`src/rtl/unidade_controle.sv`:
```
// Multicycle control FSM of the 8-bit processor: sequences fetch/decode/execute/memory/write-back
// and drives the datapath selects, with a req/ready memory handshake guarded by a wait timeout.
module unidade_controle #(
  parameter int unsigned MEM_TIMEOUT = 15
) (
  input  logic       clock,
  input  logic       reset_n,
  input  logic [2:0] opcode,
  input  logic       zero,
  input  logic       mem_ready,
  output logic       ir_write,
  output logic       pc_write,
  output logic       pc_src,
  output logic       mem_req,
  output logic       mem_we,
  output logic       addr_sel,
  output logic [1:0] alu_op,
  output logic       alu_src_imm,
  output logic       ext_signed,
  output logic       reg_write,
  output logic       wb_sel,
  output logic       halted,
  output logic       error,
  output logic [2:0] state
);

  typedef enum logic [2:0] {
    S_FETCH  = 3'd0,
    S_DECODE = 3'd1,
    S_EXEC   = 3'd2,
    S_MEM    = 3'd3,
    S_WB     = 3'd4,
    S_HALT   = 3'd5,
    S_ERROR  = 3'd6
  } state_t;

  localparam logic [2:0] OP_ADD  = 3'b000;
  localparam logic [2:0] OP_SUB  = 3'b001;
  localparam logic [2:0] OP_ADDI = 3'b010;
  localparam logic [2:0] OP_LW   = 3'b011;
  localparam logic [2:0] OP_SW   = 3'b100;
  localparam logic [2:0] OP_BEQZ = 3'b101;
  localparam logic [2:0] OP_LI   = 3'b110;
  localparam logic [2:0] OP_HALT = 3'b111;

  // The last waiting cycle is the one whose increment would reach MEM_TIMEOUT.
  localparam logic [7:0] WAIT_LAST = 8'(MEM_TIMEOUT - 1);

  state_t     state_r;
  logic [7:0] wait_r;

  always_ff @(posedge clock or negedge reset_n) begin
    if (!reset_n) begin
      state_r <= S_FETCH;
      wait_r  <= 8'd0;
    end else begin
      case (state_r)
        S_FETCH: begin
          if (mem_ready) begin
            state_r <= S_DECODE;
            wait_r  <= 8'd0;
          end else if (wait_r == WAIT_LAST) begin
            state_r <= S_ERROR;
            wait_r  <= 8'd0;
          end else begin
            wait_r  <= wait_r + 8'd1;
          end
        end
        S_DECODE: begin
          wait_r <= 8'd0;
          case (opcode)
            OP_LW, OP_SW: state_r <= S_MEM;
            OP_HALT:      state_r <= S_HALT;
            default:      state_r <= S_EXEC;
          endcase
        end
        S_EXEC: begin
          wait_r <= 8'd0;
          case (opcode)
            OP_ADD, OP_SUB, OP_ADDI, OP_LI: state_r <= S_WB;
            default:                        state_r <= S_FETCH;
          endcase
        end
        S_MEM: begin
          if (mem_ready) begin
            state_r <= (opcode == OP_LW) ? S_WB : S_FETCH;
            wait_r  <= 8'd0;
          end else if (wait_r == WAIT_LAST) begin
            state_r <= S_ERROR;
            wait_r  <= 8'd0;
          end else begin
            wait_r  <= wait_r + 8'd1;
          end
        end
        S_WB: begin
          state_r <= S_FETCH;
          wait_r  <= 8'd0;
        end
        S_HALT:  state_r <= S_HALT;
        S_ERROR: state_r <= S_ERROR;
        default: begin
          state_r <= S_FETCH;
          wait_r  <= 8'd0;
        end
      endcase
    end
  end

  // Strobes decode from the live state and are forced low while reset_n is low, so an
  // in-flight request is withdrawn the moment reset asserts.
  always_comb begin
    ir_write    = 1'b0;
    pc_write    = 1'b0;
    pc_src      = 1'b0;
    mem_req     = 1'b0;
    mem_we      = 1'b0;
    addr_sel    = 1'b0;
    alu_op      = 2'b00;
    alu_src_imm = 1'b0;
    ext_signed  = 1'b0;
    reg_write   = 1'b0;
    wb_sel      = 1'b0;
    halted      = 1'b0;
    error       = 1'b0;
    state       = 3'd0;
    if (reset_n) begin
      state = state_r;
      case (state_r)
        S_FETCH: begin
          mem_req  = 1'b1;
          ir_write = mem_ready;
          pc_write = mem_ready;
        end
        S_EXEC: begin
          case (opcode)
            OP_ADD: alu_op = 2'b00;
            OP_SUB: alu_op = 2'b01;
            OP_ADDI: begin
              alu_src_imm = 1'b1;
              ext_signed  = 1'b1;
            end
            OP_LI: begin
              alu_op      = 2'b10;
              alu_src_imm = 1'b1;
            end
            OP_BEQZ: begin
              pc_write   = zero;
              pc_src     = 1'b1;
              ext_signed = 1'b1;
            end
            default: alu_op = 2'b00;
          endcase
        end
        S_MEM: begin
          mem_req  = 1'b1;
          addr_sel = 1'b1;
          mem_we   = (opcode == OP_SW);
        end
        S_WB: begin
          reg_write = 1'b1;
          wb_sel    = (opcode == OP_LW);
        end
        S_HALT:  halted = 1'b1;
        S_ERROR: error  = 1'b1;
        default: state  = state_r;
      endcase
    end else begin
      state = 3'd0;
    end
  end

endmodule

```
`config.mk`:
```
export PLATFORM = sky130hd
export DESIGN_NAME = unidade_controle
export DESIGN_NICKNAME = d
export VERILOG_FILES = /design/src/rtl/unidade_controle.sv
export SDC_FILE = /design/constraint.sdc
export NUM_CORES = 1
export LEC_CHECK = 0
export CAP_MARGIN = 5
export CORE_MARGIN = 2
export CORE_UTILIZATION = 30
export CTS_BUF_LIST = sky130_fd_sc_hd__clkbuf_8 sky130_fd_sc_hd__clkbuf_16
export CTS_CLUSTER_DIAMETER = 30
export DETAILED_ROUTE_END_ITERATION = 6
export GPL_TIMING_DRIVEN = 0
export MAX_ROUTING_LAYER = met4
export SKIP_LAST_GASP = 1
export SYNTH_ARGS = -nofsm -noshare
export SYNTH_HDL_FRONTEND = slang
export SYNTH_SLANG_ARGS = --single-unit
```
`constraint.sdc`:
```
create_clock -name clock -period 1.7 [get_ports clock]
set_input_delay 0.255 -clock clock [delete_from_list [all_inputs] [get_ports clock]]
set_output_delay 0.255 -clock clock [all_outputs]
set_load 0.01 [all_outputs]
```
==> reports/metrics.cfg <==
[worst_setup_path]
crit_arrival_ps=1500
end_kind=primary output
start_kind=flip-flop
path_class=reg2out
cpPeakStageDelay_ps=360
worst-path-max-fanout=10
reg2reg_from=state_r[0]
critPathSlowestCell=dfrtp_1
cp.required_ps=1440
timing.critical_path.from=state_r[0]
crit_path_frequent_cell=buf_6
crit_chain=buf_6 -> buf_4 -> xor2_2 -> buf_6 -> nor2b_1 -> clkbuf_2

[yosys]
synth-simple-area-share_pct=30.6
yosys.area.top_type=dfrtp_1
synth_fa_ha_area_share_pct=3.01
synth_seq_cells=11
synth_compound_area_share_pct=18.2
ys_warn_count=0
synthMuxAreaShare_pct=0
synth_flop_cell=dfrtp_1
synth_area_leaders=dfrtp_1, xnor2_1, nand3_1
synth_top_family_by_area=simple AND/OR/NAND/NOR gates
synth-seq-area-share_pct=33.1
yosys.area.top_type_share_pct=33.1
postSynthCellCount=99
syn_avg_cell_area_um2=8.39
synth_nets=108
synthXorXnorAreaFrac_pct=7.38
synth.distinct_cells=34
synth_area_um2=831
synth_edf_count=0
async_flop_share_pct=100

[floorplan]
std_cell_rows=19
die_area_mm2=0.00321
coreArea_mm2=0.00269
fp.dieW_um=56.6
chipHeight_um=56.6
io_pins=24
start_util_pct=30.9

[clock_tree]
cts_sinks=11
clk_pin_slew_ps=50
root_buffer=clkbuf_8
cts_tree=yes
htreeDepth=1
cts_buffer_depth=2
cts_buffers=3
clkLatencyLatePin_ps=240

[routing]
vias_per_cell=5.30
wl_um=2370
vias=891
drt.antenna.violating_nets=0
routedWlPerCell_um=14.1
drcViolationCount=0
drt-initial-drc-count=19
dr.pass1.iters=4

[global_route]
grt_pass1_vias=856
grt-ovfl-total=0
track_usage_pct=15.7
grt_max_degree=12
grt_first_pass_wirelength_um=3860
antenna_found_initial=0

[run_status]
violations=negative setup slack
outcome=finished with violations

[final_layout]
final_area_mm2=0.00124
multiInputGateArea_um2=538
fin_nets=147
seq_area_um2=277
drive_above_1_share_pct=32.1
syn_to_final_growth_pct=49.2
antennaDiodeCount=0
fillers=272

[sta]
rsz0062_at_grt=yes
tightest_slew_ps=498
setup_slack_ps=-50.5
final-setup-viol-count=3
fin_skew_ps=0.963
fin_crit_sh_pct=103
slew_violations=0
fin_crit_ps=1750
finalSetupTns_ps=-102
fmax_mhz=571
relSlewSlack_pct=66.7
hold_viol_final=0

[min_path]
hp-class=reg2reg
hold_start=wait_r[7]

[placement]
numPortBuffers=23
dp_hpwl_um=1580
routabilityCongestion=0.829
placedInstanceArea_mm2=0.00110

[run]
maxCapViolCount=0

[pwr]
fin_total_pwr_mw=1.60
vdd_drop_max_mv=0.583
powerDensity_mw_per_mm2=1290
leakagePower_nw=0.566

## power breakdown
group | total [mW] | internal, mW | switching (mW) | leakage, nW
clock | 0.258 | 0.159 | 0.0997 | 0.0269
combinational | 0.969 | 0.435 | 0.534 | 0.391
sequential | 0.377 | 0.316 | 0.0605 | 0.148
## worst max-delay path: cells and delay by family (launching register included)
family / cells / cell delay (ps)
DFF: 1 / 360
xor gates and xnor gates: 1 / 190
buffers and inverters: 4 / 570
and+or+nand+nor: 1 / 120
## sequential cells by signal, indices dropped and copies added (netlist names)
register	cells
state_r	3
wait_r	8
## cell usage after synthesis, types with 2 or more instances
master / n
a211oi_2: 3
a21oi_1: 4
and2_1: 3
and3_1: 2
buf_2: 3
buf_6: 2
dfrtp_1: 11
ha_1: 2
inv_1: 7
nand2_1: 6
nand2b_1: 2
nand3_1: 8
nor2_1: 10
nor2b_1: 3
nor3_1: 3
nor4_1: 3
o21ai_0: 5
xnor2_1: 6
## stage by stage
| step | cells | setup slack, ps | util [%] | hold slack (ps) |
|---|---|---|---|---|
| 2_1_floorplan | 99 | 156 | - | -40.6 |
| 6_report | 168 | -50.5 | 46.2 | 558 |
| 4_1_cts | 165 | -116 | 45.5 | 568 |
| 5_1_grt | 168 | -112 | 46.2 | 605 |
| 3_5_place_dp | 153 | -1070 | 40.9 | 558 |
| 3_3_place_gp | 153 | -1020 | 40.9 | 542 |
## kinds of logic after synthesis
| logic type | count (synthesis) |
|---|---|
| AO/OA/AOI/OAI | 20 |
| XOR/XNOR | 7 |
| adder cells (fa/ha/maj) | 2 |
| buffers and inverters | 12 |
| flip-flops | 11 |
| AND/OR/NAND/NOR | 47 |
## routing by layer
| layer | global-route usage (%) | part of all wire (%) |
|---|---|---|
| met3 | 3.00 | 5.9 |
| met4 | 7.14 | 2.0 |
| met5 | - | 0 |
| met2 | 25.9 | 49 |
| met1 | 18.4 | 43 |
## final timing paths
kind                                   end  slack [ps]  cells after the start
worst max register to register   wait_r[5]         130                      7
max in group asynchronous       state_r[2]         740                      2
min in group asynchronous        wait_r[3]         600                      2
worst max-delay path               mem_req         -50                      6
worst min register to register   wait_r[7]         560                      2
worst min-delay path             wait_r[7]         560                      2
## layout make-up
| class | instances | area share [%] |
|---|---|---|
| repair buffers | 35 | 21.8 |
| multi-input cells | 76 | 43.4 |
| plain buffers | 4 | 3.63 |
| well taps | 31 | 3.13 |
| flip-flops and latches | 11 | 22.3 |
| clock inverters | 1 | 0.303 |
| clock buffers | 3 | 3.33 |
| inverters | 7 | 2.12 |
## what timing repair did
item | in CTS | in global routing
endpoints found under the hold margin | 11 | 0
pin swaps | 5 | 2
gates resized for setup | 57 | 10
buffers inserted | 7 | 4
hold buffers | 1 | 0
setup endpoints to repair | 17 | 12
## cells in the final DEF (no fill, tap or decap), types with 6 or more instances in the layout
master         instances
xnor2_1                6
buf_2                  7
inv_1                  7
nor2_1                 9
dlygate4sd2_1          7
buf_4                 11
dfrtp_1               10
nand3_1                7
Note: power is estimated with default switching activity, not from simulation.
==> variant 1: new RTL, same flow settings <==
Make the reset (`reset_n`) synchronous in one clocked block.
--- a/src/rtl/unidade_controle.sv
+++ b/src/rtl/unidade_controle.sv
@@ -49,7 +49,7 @@
   state_t     state_r;
   logic [7:0] wait_r;
 
-  always_ff @(posedge clock or negedge reset_n) begin
+  always_ff @(posedge clock) begin
     if (!reset_n) begin
       state_r <= S_FETCH;
       wait_r  <= 8'd0;
Formal check against the unedited RTL: no difference found for any inputs over 10 cycles, from zero or initial values and one cycle with reset_n low; that may be too few to reach the edited logic, so the function may still have changed.
==> variant 1 against the original RTL <==
Cell count is 1.8% lower; critical path depth stayed put; sequential cell count stayed put; area after synthesis is 1.4% lower; largest cell class unchanged; maximum frequency is 1.2% lower; routed wire length is 17% lower; global-route usage is 2.7 points lower; cell area is 1.4% lower; the run still ends with setup timing left; worst setup slack worse by 0.022 ns.
Power is not compared: it rests on default switching activity, and its combinational part moved more than twofold at a synthesized area within 25%.
==> variant 1: results (changes against the original RTL) <==
* Top cells by count, synth: 12 x nor3_1, 11 x dfxtp_1, 8 x nand2_1
* Clk_skew at 0.00252 ns (+0.00155 ns)
* Setup TNS at -0.0862 ns (+0.0162 ns)
* Syn_nets at 110 (+1.9%)
* Synth area leaders: dfxtp_1 27%, xnor2_1 7.5%, nor3_1 7.3%
* Critical Path AT at 1.52 ns (+0.02 ns)
* Sequential area share after synthesis at 0.269 (-0.0626)
* Worst hold endpoint: wait_r[1]
* Fill cells at 233 (-14%)
* Leak pwr at 0.549 nW
* Final worst slack at -0.0725 ns (-0.0220 ns)
* Crit-path max FO at 4 (-6)
* CTS Buf Count at 3 (unchanged)
* Hold path depth at 3 (+1)
* GP Congestion at 0.828 (-0.11%)
* Max IR drop VDD at 0.000417 V
* Final HPWL DP at 1410 um (-11%)
* Final hold slack at 0.449 ns (-0.109 ns)
* Share of layout cells above drive strength 1 at 0.333 (+0.0122)
* Routed WL at 1980 um (-17%)
* Via count of the first global-routing pass at 751 (-12%)
* Drt first-iter violations at 12 (-7)
* Global-route wire length before repair at 3350 um (-13%)
* Tightest Hold Check Type: in -> reg
* R2r endpoint: wait_r[1]
* Status: finished with violations
* Slew HR at 0.681 (+0.0140)
* Failing checks: setup timing
* Vias per cell at 5.16 (-2.8%)
* Total track usage at 0.130 (-0.0269)
* Nets at 145 (-1.4%)
* Min-Delay Startpoint: reset_n
* Synth Flop Type: dfxtp_1
* R2R cell count at 6 (-1)
* Reg clk slew, reported paths at 0.05 ns (about the same)
* Port bufs at 22 (-4.3%)
* Async SR Flop Fraction at 0 (-1.00)
* Synth unique cells at 40 (+18%)
* Flop-to-flop setup slack at -0.01 ns (-0.14 ns)
* # setup viols final at 3 (unchanged)
* Worst r2r src: state_r[0]
-- variant 1: cell types whose count changed after synthesis, moves of 5 or more --
cell     change
nand3_1      -5
dfxtp_1     +11
dfrtp_1     -11
nor3_1       +9
-- variant 1: layer usage --
| layer | up-vias | routed length (um) | global-route usage |
|---|---|---|---|
| met1 | 404 | 1000 | 0.178 |
| li1 | 432 | - | - |
| met4 | 0 | 15 | 0.0408 |
| met5 | - | 0 | - |
| met2 | 13 | 928 | 0.200 |
| met3 | 2 | 36 | 0.0161 |
-- variant 1: worst max path at each step --
stage / startpoint / end / slack, ns / depth (start not counted)
detailed placement: reset_n / pc_write / -0.81 / 6
global placement: reset_n / pc_write / -0.77 / 6
global route: state_r[0] / pc_write / -0.15 / 6
finish: state_r[1] / pc_write / -0.07 / 6
CTS: state_r[1] / pc_write / -0.24 / 6
floorplan: state_r[0] / pc_write / 0.15 / 5
-- variant 1: critical path, cell delays in order, from the launching register on --
cell	delay (ns)
dfxtp_2	0.33
buf_6	0.11
nand2_4	0.06
nor4bb_4	0.32
and2_4	0.19
a31o_2	0.14
clkbuf_2	0.12
-- variant 1: through the flow --
step                      worst slack [ns]  utilization  cell area, um2  power (mW)  cells
after floorplan                      0.150            -             820       0.457    101
after global placement              -0.770        0.427            1080       0.539    153
after detailed placement            -0.814        0.427            1080       0.539    153
after CTS                           -0.244        0.458            1150       0.800    159
after global routing                -0.148        0.485            1220       0.872    165
final                              -0.0725        0.485            1220       0.825    165
-- variant 1: area by class of cell --
class | count | area share
buffer | 5 | 0.0307
clock buffer | 3 | 0.0338
clock inverter | 1 | 0.00307
inverter | 5 | 0.0164
multi-input combinational | 79 | 0.492
sequential | 11 | 0.185
tap | 30 | 0.0307
timing repair buffer | 31 | 0.208
-- variant 1: logic make-up after synthesis --
kind of cell	synth area share
AOI/OAI and AO/OA	0.208
adders and majority gates	0.0305
and+or+nand+nor	0.321
xor gates and xnor gates	0.0855
muxes	0.0137
DFF	0.269
buffers and inverters	0.0733
-- variant 1: timing repair --
item,4_1_cts,5_1_grt
pin swaps,1,2
gates cloned,1,0
gates resized for setup,32,28
buffers inserted,2,6
endpoints found under the setup margin,17,20
-- variant 1: power by group --
part           internal, mW  total, mW  switching (mW)  leakage (nW)
Clock                 0.158      0.250          0.0918        0.0269
Combinational         0.140      0.290           0.149         0.431
Sequential            0.273      0.286          0.0135        0.0907
==> variant 2: new RTL, same flow settings <==
Without the edit above. Change the parameter `MEM_TIMEOUT` from 15 to 8.
--- a/src/rtl/unidade_controle.sv
+++ b/src/rtl/unidade_controle.sv
@@ -1,7 +1,7 @@
 // Multicycle control FSM of the 8-bit processor: sequences fetch/decode/execute/memory/write-back
 // and drives the datapath selects, with a req/ready memory handshake guarded by a wait timeout.
 module unidade_controle #(
-  parameter int unsigned MEM_TIMEOUT = 15
+  parameter int unsigned MEM_TIMEOUT = 8
 ) (
   input  logic       clock,
   input  logic       reset_n,
Behaviour: not the same (a bounded check fails within 10 cycles, from zero or initial values and one cycle with reset_n low).
==> variant 2 against the original RTL <==
Via count is 0.22% lower; power increased by 18%; clock power decreased by 2%; largest power group unchanged; routed wire length rose by 3.4%; sequential cell count is the same; maximum frequency is 7.9% lower; highest routed layer unchanged; cell area increased by 13%; area after synthesis is 5.4% lower; synthesized cell count down 4.0%; die area decreased by 5.1%; worst setup slack worse by 0.15 ns; combinational power rose by 29%; the run still ends with setup timing left; cell count rose by 2.4%; largest cell class unchanged.
==> variant 2: results (changes against the original RTL) <==
* Global routing met1 resource utilization at 0.214 (+0.0301)
* Synth Flop Type: dfrtp_1
* CTS Buf Count at 3 (unchanged)
* PostCTS Resize Cnt at 71 (+25%)
* Synth area leaders: dfrtp_1 35%, xnor2_1 5.6%, nor2_1 5.3%
* Vias post-DR at 889 (-0.22%)
* Hold path depth at 1 (-1)
* Post-Route M1 WL at 1100 um (+8.2%)
* Top cells by count, synth: 11 x dfrtp_1, 11 x nor2_1, 6 x nand2_1
* Failing checks: setup timing
* GR Util met2 at 0.274 (+0.0147)
* DP Area at 1050 um2 (-4.2%)
* Synth unique cells at 36 (+5.9%)
* Share of layout cells above drive strength 1 at 0.451 (+0.130)
* Post-CTS Setup Inserts at 12 (+5)
* Post-Synth XOR/XNOR Area at 0.0669 (-0.00692)
* Critical Path AT at 1.65 ns (+0.15 ns)
* Final worst slack at -0.201 ns (-0.150 ns)
* Int Pwr at 1.14 mW (+26%)
* GP Congestion at 0.798 (-3.7%)
* Wire length on met2 at 1230 um (+5.1%)
* Clk_skew at 0.00568 ns (+0.00472 ns)
* Tightest Hold Check Type: reg -> reg
* Total track usage at 0.165 (+0.00816)
* Clk_lat worst skew at 0.24 ns (about the same)
* R2r endpoint: state_r[0]
* Drt first-iter violations at 26 (+7)
* Flop-to-flop setup slack at -0.15 ns (-0.28 ns)
* Critical path launch point: state_r[0]
* WL met3 at 106 um (-24%)
* Leak pwr at 0.667 nW (+18%)
* Routed WL at 2460 um (+3.4%)
* Min-Delay Startpoint: wait_r[1]
* Worst r2r src: wait_r[7]
* Pwr dens at 1340 nW/um2 (+3.9%)
* Hold_buf cts at 1 (unchanged)
* Final HPWL DP at 1400 um (-11%)
* Compound-Gate Fraction of Synth Area at 0.167 (-0.0150)
* Crit-path max FO at 5 (-5)
* Post-synthesis mux area share at 0.0143 (+0.0143)
* Sequential share of power at 0.202 (-0.033)
* Syn_nets at 103 (-4.6%)
* Via count of the first global-routing pass at 767 (-10%)
* Port bufs at 23 (unchanged)
* # setup viols final at 15 (+12)
* Worst Setup EP: ext_signed
* R2R cell count at 4 (-3)
* Sequential area share after synthesis at 0.350 (+0.0190)
* Global-route wire length before repair at 3490 um (-9.7%)
* GR Util met3 at 0.0403 (+0.0104)
* Worst hold endpoint: wait_r[1]
* Synth Area in Adders at 0.0159 (-0.0142)
* Ys Warns at 0 (unchanged)
* Portion of total power attributed to the clock network at 0.134 (-0.027)
* Setup TNS at -1.07 ns (-0.972 ns)
* Worst Tran Pin Value at 0.484 ns (-0.0143 ns)
* Status: finished with violations
* Max IR drop VDD at 0.000870 V (+49%)
* Nets at 151 (+2.7%)
[variant 2: critical path, stage by stage, from the launching register on]
cell and delay [ns]:
dfrtp_2 0.40, clkbuf_8 0.15, nor2b_4 0.17, and4b_1 0.26, buf_4 0.13, inv_2 0.03, o22ai_1 0.11, buf_2 0.16
[variant 2: metrics by stage]
| stage | cells | hold slack (ns) | setup slack, ns |
|---|---|---|---|
| finish | 172 | 0.540 | -0.201 |
| global route | 172 | 0.569 | -0.255 |
| CTS | 164 | 0.540 | -0.211 |
| detailed placement | 148 | 0.525 | -1.12 |
| global placement | 148 | 0.515 | -1.13 |
| floorplan | 95 | -0.0406 | -0.107 |
[variant 2: layout make-up]
type	count	area (um2)
flip-flops and latches	11	279
repair buffers	44	360
clock inverters	1	3.75
multi-input cells	75	622
plain buffers	3	42.5
inverters	5	18.8
well taps	30	37.5
clock buffers	3	41.3
fillers	217	1070
